$ cat src/rtl/dds_sweep_pkg.sv
// Shared widths and FSM state encodings for the DDS frequency-sweep sequencer.
package dds_sweep_pkg;

    localparam int DDS_STEP_W  = 32;
    localparam int DDS_DWELL_W = 24;

    typedef logic [1:0] sweep_state_t;

    localparam sweep_state_t SWEEP_IDLE = 2'd0;
    localparam sweep_state_t SWEEP_UP   = 2'd1;
    localparam sweep_state_t SWEEP_DOWN = 2'd2;

endpackage

$ cat src/rtl/sweep_dwell_timer.sv
// Loadable dwell down-counter. It stops at zero, freezes while hold_i is high,
// and flags zero_o when the current step has used up its dwell time.
module sweep_dwell_timer
    import dds_sweep_pkg::*;
#(
    parameter int DWELL_WIDTH = DDS_DWELL_W
) (
    input  logic                   clk_i,
    input  logic                   reset_i,
    input  logic                   load_i,
    input  logic [DWELL_WIDTH-1:0] load_val_i,
    input  logic                   hold_i,
    output logic                   zero_o
);

    logic [DWELL_WIDTH-1:0] cnt_q, cnt_d;

    // A load takes priority over hold, so a new step always starts with a full dwell.
    always_comb begin
        cnt_d = cnt_q;
        if (load_i) begin
            cnt_d = load_val_i;
        end else if (!hold_i && (cnt_q != '0)) begin
            cnt_d = cnt_q - DWELL_WIDTH'(1);
        end
    end

    // NOTE: sequential state uses non-blocking assignments only; the next value comes from always_comb.
    always_ff @(posedge clk_i) begin
        if (reset_i) begin
            cnt_q <= '0;
        end else begin
            cnt_q <= cnt_d;
        end
    end

    assign zero_o = (cnt_q == '0);

endmodule

$ cat src/rtl/dds_sweep_ctrl.sv
// Frequency-sweep sequencer driving the DDS phase increment as a staircase.
// Define DDS_SWEEP_BOUNCE_EN to add the bounce_en_i port and the down-ramp state.
module dds_sweep_ctrl
    import dds_sweep_pkg::*;
#(
    parameter int STEP_WIDTH  = DDS_STEP_W,
    parameter int DWELL_WIDTH = DDS_DWELL_W
) (
    input  logic                   clk_i,
    input  logic                   reset_i,
    input  logic                   start_i,
    input  logic                   stop_i,
    input  logic                   hold_i,
    input  logic                   repeat_en_i,
`ifdef DDS_SWEEP_BOUNCE_EN
    input  logic                   bounce_en_i,
`endif
    input  logic [STEP_WIDTH-1:0]  start_step_i,
    input  logic [STEP_WIDTH-1:0]  stop_step_i,
    input  logic [STEP_WIDTH-1:0]  delta_i,
    input  logic [DWELL_WIDTH-1:0] dwell_i,
    output logic [STEP_WIDTH-1:0]  step_out_o,
    output logic                   step_valid_o,
    output logic                   sync_out_o,
    output logic                   busy_o,
    output logic                   done_o
);

    sweep_state_t           state_q, state_d;
    logic [STEP_WIDTH-1:0]  step_q, step_d;
    logic [STEP_WIDTH-1:0]  start_step_q, start_step_d;
    logic [STEP_WIDTH-1:0]  stop_step_q, stop_step_d;
    logic [STEP_WIDTH-1:0]  delta_q, delta_d;
    logic [DWELL_WIDTH-1:0] dwell_q, dwell_d;
    logic                   repeat_q, repeat_d;
    logic                   step_valid_q, step_valid_d;
    logic                   sync_q, sync_d;
    logic                   done_q, done_d;

    logic                   tmr_load;
    logic [DWELL_WIDTH-1:0] tmr_load_val;
    logic                   tmr_zero;
    logic                   advance;
    logic                   ramp_end;

    // The extra MSB catches wrap-around, so a ramp near the top never folds back to a small step.
    logic [STEP_WIDTH:0]    next_up;
    logic                   up_ok;

    assign next_up = {1'b0, step_q} + {1'b0, delta_q};
    assign up_ok   = !next_up[STEP_WIDTH] && (next_up[STEP_WIDTH-1:0] <= stop_step_q)
                     && (delta_q != '0);
    assign advance = tmr_zero && !hold_i;

`ifdef DDS_SWEEP_BOUNCE_EN
    logic                   bounce_q, bounce_d;
    logic [STEP_WIDTH:0]    next_dn;
    logic                   dn_ok;

    assign next_dn = {1'b0, step_q} - {1'b0, delta_q};
    assign dn_ok   = !next_dn[STEP_WIDTH] && (next_dn[STEP_WIDTH-1:0] >= start_step_q)
                     && (delta_q != '0);
`endif

    // NOTE: every always_comb output gets a default first, so no path can infer a latch.
    always_comb begin
        state_d      = state_q;
        step_d       = step_q;
        start_step_d = start_step_q;
        stop_step_d  = stop_step_q;
        delta_d      = delta_q;
        dwell_d      = dwell_q;
        repeat_d     = repeat_q;
`ifdef DDS_SWEEP_BOUNCE_EN
        bounce_d     = bounce_q;
`endif
        step_valid_d = 1'b0;
        sync_d       = 1'b0;
        done_d       = 1'b0;
        tmr_load     = 1'b0;
        tmr_load_val = dwell_q;
        ramp_end     = 1'b0;

        if (stop_i) begin
            state_d = SWEEP_IDLE;
        end else if (start_i) begin
            start_step_d = start_step_i;
            stop_step_d  = stop_step_i;
            delta_d      = delta_i;
            dwell_d      = dwell_i;
            repeat_d     = repeat_en_i;
`ifdef DDS_SWEEP_BOUNCE_EN
            bounce_d     = bounce_en_i;
`endif
            step_d       = start_step_i;
            tmr_load     = 1'b1;
            tmr_load_val = dwell_i;
            step_valid_d = 1'b1;
            sync_d       = 1'b1;
            state_d      = SWEEP_UP;
        end else begin
            case (state_q)
                SWEEP_UP: begin
                    if (advance) begin
                        if (up_ok) begin
                            step_d       = next_up[STEP_WIDTH-1:0];
                            tmr_load     = 1'b1;
                            step_valid_d = 1'b1;
`ifdef DDS_SWEEP_BOUNCE_EN
                        end else if (bounce_q && dn_ok) begin
                            step_d       = next_dn[STEP_WIDTH-1:0];
                            tmr_load     = 1'b1;
                            step_valid_d = 1'b1;
                            state_d      = SWEEP_DOWN;
`endif
                        end else begin
                            ramp_end = 1'b1;
                        end
                    end
                end
`ifdef DDS_SWEEP_BOUNCE_EN
                SWEEP_DOWN: begin
                    if (advance) begin
                        if (dn_ok) begin
                            step_d       = next_dn[STEP_WIDTH-1:0];
                            tmr_load     = 1'b1;
                            step_valid_d = 1'b1;
                        end else begin
                            ramp_end = 1'b1;
                        end
                    end
                end
`else
                SWEEP_DOWN: state_d = SWEEP_IDLE;
`endif
                default: ;
            endcase

            if (ramp_end) begin
                if (repeat_q) begin
                    step_d       = start_step_q;
                    tmr_load     = 1'b1;
                    step_valid_d = 1'b1;
                    sync_d       = 1'b1;
                    state_d      = SWEEP_UP;
                end else begin
                    done_d  = 1'b1;
                    state_d = SWEEP_IDLE;
                end
            end
        end
    end

    // NOTE: the shadow settings are plain registers, so they are cleared with everything else on reset.
    always_ff @(posedge clk_i) begin
        if (reset_i) begin
            state_q      <= SWEEP_IDLE;
            step_q       <= '0;
            start_step_q <= '0;
            stop_step_q  <= '0;
            delta_q      <= '0;
            dwell_q      <= '0;
            repeat_q     <= 1'b0;
`ifdef DDS_SWEEP_BOUNCE_EN
            bounce_q     <= 1'b0;
`endif
            step_valid_q <= 1'b0;
            sync_q       <= 1'b0;
            done_q       <= 1'b0;
        end else begin
            state_q      <= state_d;
            step_q       <= step_d;
            start_step_q <= start_step_d;
            stop_step_q  <= stop_step_d;
            delta_q      <= delta_d;
            dwell_q      <= dwell_d;
            repeat_q     <= repeat_d;
`ifdef DDS_SWEEP_BOUNCE_EN
            bounce_q     <= bounce_d;
`endif
            step_valid_q <= step_valid_d;
            sync_q       <= sync_d;
            done_q       <= done_d;
        end
    end

    sweep_dwell_timer #(
        .DWELL_WIDTH (DWELL_WIDTH)
    ) u_dwell_timer (
        .clk_i      (clk_i),
        .reset_i    (reset_i),
        .load_i     (tmr_load),
        .load_val_i (tmr_load_val),
        .hold_i     (hold_i),
        .zero_o     (tmr_zero)
    );

    assign step_out_o   = step_q;
    assign step_valid_o = step_valid_q;
    assign sync_out_o   = sync_q;
    assign done_o       = done_q;
    assign busy_o       = (state_q != SWEEP_IDLE);

endmodule

$ cat config.mk
export PLATFORM = sky130hd
export DESIGN_NAME = dds_sweep_ctrl
export DESIGN_NICKNAME = d
export VERILOG_FILES = /design/src/rtl/dds_sweep_pkg.sv /design/src/rtl/sweep_dwell_timer.sv /design/src/rtl/dds_sweep_ctrl.sv
export SDC_FILE = /design/constraint.sdc
export NUM_CORES = 1
export LEC_CHECK = 0
export BUFFER_PORTS_ARGS = -buffer_cell sky130_fd_sc_hd__buf_2
export CELL_PAD_IN_SITES_DETAIL_PLACEMENT = 1
export CELL_PAD_IN_SITES_GLOBAL_PLACEMENT = 1
export CORE_ASPECT_RATIO = 1.25
export CORE_MARGIN = 2
export CORE_UTILIZATION = 29
export CTS_CLUSTER_DIAMETER = 200
export CTS_CLUSTER_SIZE = 8
export DETAILED_ROUTE_END_ITERATION = 8
export PLACE_DENSITY_LB_ADDON = 0.1
export SYNTH_ARGS = -nofsm -noshare
export SYNTH_HDL_FRONTEND = slang
export SYNTH_SLANG_ARGS = --single-unit
export TNS_END_PERCENT = 10
$ cat constraint.sdc
create_clock -name clk_i -period 6.9 [get_ports clk_i]
set_clock_uncertainty 0.1 [all_clocks]
set_input_delay 0.345 -clock clk_i [delete_from_list [all_inputs] [get_ports clk_i]]
set_output_delay 0.345 -clock clk_i [all_outputs]
set_load 0.05 [all_outputs]
==> run_results.csv <==
group,metric,value,unit
status,outcome,"finished clean",
floorplan,io_pins,162,
clock_tree,cts_resized,0,
synth,synth_fp_nets,1547,
finish,fin_area,12300,µm²
global_route,met2_usage,35.6,%
sta,slew_viol_final,0,
worst_setup_path,path_max_fanout,24,
placement,dpl_cell_area,11500,µm²
global_route,grt_max_degree,111,
power,power.switching,1020,µW
finish,layout-drive-gt1-share,15.8,%
synth,synth.ff_latch_count,181,
sta,setup_violations,0,
synth,ys.warnings.count,0,
finish,final_cell_mix,"nand2_1 (310), a21oi_1 (212), dfxtp_1 (181)",
floorplan,rows,77,
synth,netlist_area,10300,µm²
sta,rsz0062_at_grt,"false",
clock_tree,root_buffer,"clkbuf_16",
clock_tree,clock_latency,0.47,ns
placement,pre_cts_ws,0.766,ns
synth,yosysSeqAreaShare,35.2,%
sta,fmaxAchievable,164,MHz
sta,hold_ws,0.0272,ns
floorplan,die-height,215,µm
global_route,grt_pass1_wl,57200,µm
global_route,grt_usage,20.2,%
sta,layout_setup_ws,0.785,ns
synth,synthFlopType,"dfxtp_1",
worst_setup_path,ff2ff_setup_slack,0.78,ns
finish,nFillCells,4290,
power,p_comb_share,25.3,%
global_route,met1_usage,24.9,%
worst_setup_path,end_kind,"flop",
global_route,grt_pass1_vias,10200,
power,leakage,0.00503,µW
routing,post_drt_wl_per_cell,18.6,µm
routing,wl,36700,µm
clock_tree,cts_sinks,181,
floorplan,die_x,172,µm
sta,period_needed,6.12,ns
routing,drcViolationCount,0,
finish,final_nets,1680,
routing,drtAntennaViolNets,0,
sta,final.period_utilization,88.6,%
power,p_int,1980,µW
clock_tree,clockBufferDepth,2,
clock_tree,htree_levels,4,
sta,timing.slew.headroom,40.3,%
floorplan,start_util,29.3,%
synth,synth-edff-count,0,
worst_setup_path,arrival,6.37,ns
finish,antenna_cells,0,
routing,num_vias,9820,
routing,drt-initial-drc-count,406,
global_route,grt_util_met3,2.88,%
power,seqPwrFrac,40.2,%
global_route,antenna_found_initial,0,
job,max_cap_viol_count,0,
clock_tree,cts_tree,"built",
clock_tree,cts_buffers,17,
synth,syn_inst,1355,
routing,dr.pass1.iters,4,
global_route,grt_busiest_layer,"met2",
power,ir_drop,0.165,mV
placement,portBuffers,161,
worst_setup_path,cp.required,7.15,ns
synth,synth_cell_type_count,67,
sta,hold_viol,0,
routing,vias_per_cell,4.97,
synth,syn_avg_cell_area,7.59,µm²
finish,syn_to_final_growth,19.7,%
finish,final_common_cell,"nand2_1",
hold_path,hp-class,"in -> reg",
worst_setup_path,critPathKind,"reg -> reg",
sta,tns,0,ns
floorplan,dieArea,37000,µm²
power,powerDensity,244,nW/µm²
placement,hpwl,27800,µm
worst_setup_path,critPathLaunchType,"flop",
synth,async_flop_share,0,%
floorplan,coreArea,35200,µm²
global_route,grt-ovfl-total,0,
placement,gp_congestion,0.824,
clock_tree,cts.reportedPaths.clkPinSlew,0.07,ns
sta,worstMarginPinSlew,0.887,ns
power,sw_frac_of_total,34.0,%
power,pwr-share-clk,34.5,%
==> power groups by stage <==
stage	logic, µW	clock network, µW	registers, µW
detailed placement	761	0	1230
global route	861	1110	1220
finish	762	1040	1210
global placement	750	0	1230
CTS	775	1070	1210
floorplan	516	0	1250
==> kinds of logic after synthesis <==
kind of cell	count (synthesis)	synth area share, %
mux	42	4.38
fa+ha+maj	66	8.10
buf+inv	149	5.58
compound gates	380	22.5
simple gates	494	20.6
xor+xnor	43	3.66
flops	181	35.2
==> layout make-up <==
| cell class | instances | area, µm² | area share [%] |
|---|---|---|---|
| repair buffers | 191 | 1100 | 8.95 |
| well taps | 474 | 593 | 4.82 |
| multi-input cells | 1025 | 6110 | 49.6 |
| clock inverters | 14 | 183 | 1.48 |
| inverters | 72 | 270 | 2.19 |
| clock buffers | 18 | 429 | 3.48 |
| flip-flops and latches | 181 | 3620 | 29.4 |
==> routing by layer <==
| metal | wire [µm] | vias to the layer above |
|---|---|---|
| met5 | 0 | - |
| met1 | 16400 | 4673 |
| met3 | 1120 | 28 |
| li1 | - | 4969 |
| met2 | 18300 | 150 |
| met4 | 872 | 0 |
==> worst paths after layout <==
kind | cells after the start | end | start
worst max-delay path | 21 | u_dwell_timer.cnt_q[20]$_SDFFE_PP0P_ | step_out_o[0]$_SDFFE_PP0N_
worst min-delay path | 3 | delta_q[9]$_SDFFE_PP0P_ | delta_i[9]
worst max register to register | 21 | u_dwell_timer.cnt_q[20]$_SDFFE_PP0P_ | step_out_o[0]$_SDFFE_PP0N_
worst min register to register | 2 | start_step_q[29]$_SDFFE_PP0P_ | start_step_q[29]$_SDFFE_PP0P_
==> synthesized netlist by cell type, types with 13 or more instances <==
cell type | instances | share of area [%]
nand4_1 | 18 | 1.1
clkbuf_1 | 63 | 2.3
mux2_2 | 14 | 1.5
nor4_1 | 15 | 0.91
xnor2_1 | 27 | 2.3
dfxtp_1 | 181 | 35
mux2i_1 | 18 | 1.8
xor2_1 | 16 | 1.4
inv_1 | 70 | 2.6
o21ai_0 | 31 | 1.5
a31oi_1 | 16 | 0.97
ha_1 | 65 | 7.9
a21o_1 | 13 | 0.95
nand2_1 | 311 | 11
a221oi_1 | 16 | 1.4
nor2_1 | 82 | 3.0
a21oi_1 | 213 | 10
==> registers in the layout (all words and copies together), names as in the netlist <==
register / count
repeat_q: 1
state_q: 1
sync_out_o: 1
start_step_q: 32
step_out_o: 32
u_dwell_timer.cnt_q: 24
delta_q: 32
dwell_q: 24
done_o: 1
stop_step_q: 32
step_valid_o: 1
==> stage by stage <==
step           cells  total power [µW]  utilization [%]
2_1_floorplan   1355              1770                -
3_3_place_gp    1922              1980             32.7
3_5_place_dp    1922              1990             32.7
4_1_cts         1975              3060             35.0
5_1_grt         1975              3190             35.0
6_report        1975              3010             35.0
==> worst max-delay path, cell delays in order (launching register included) <==
cell and delay (ns):
dfxtp_1 0.38, ha_1 0.21, inv_1 0.06, fa_1 0.40, nand2b_1 0.17, a21oi_1 0.30
o2111a_1 0.25, o2111ai_1 0.18, a21boi_0 0.26, o21ai_0 0.14, a31oi_1 0.21, xor2_1 0.27
ha_1 0.19, nand4_1 0.16, nor4_1 0.51, nand3_1 0.22, a211oi_1 0.57, a21oi_1 0.25
nand2b_1 0.27, a21oi_2 0.16, buf_4 0.35, mux2_2 0.38
==> what timing repair did <==
item / 4_1_cts / 5_1_grt
endpoints found under the hold margin: 21 / 0
buffers inserted: 0 / 0
hold buffers: 21 / 0
(Power assumes the default switching activity.)
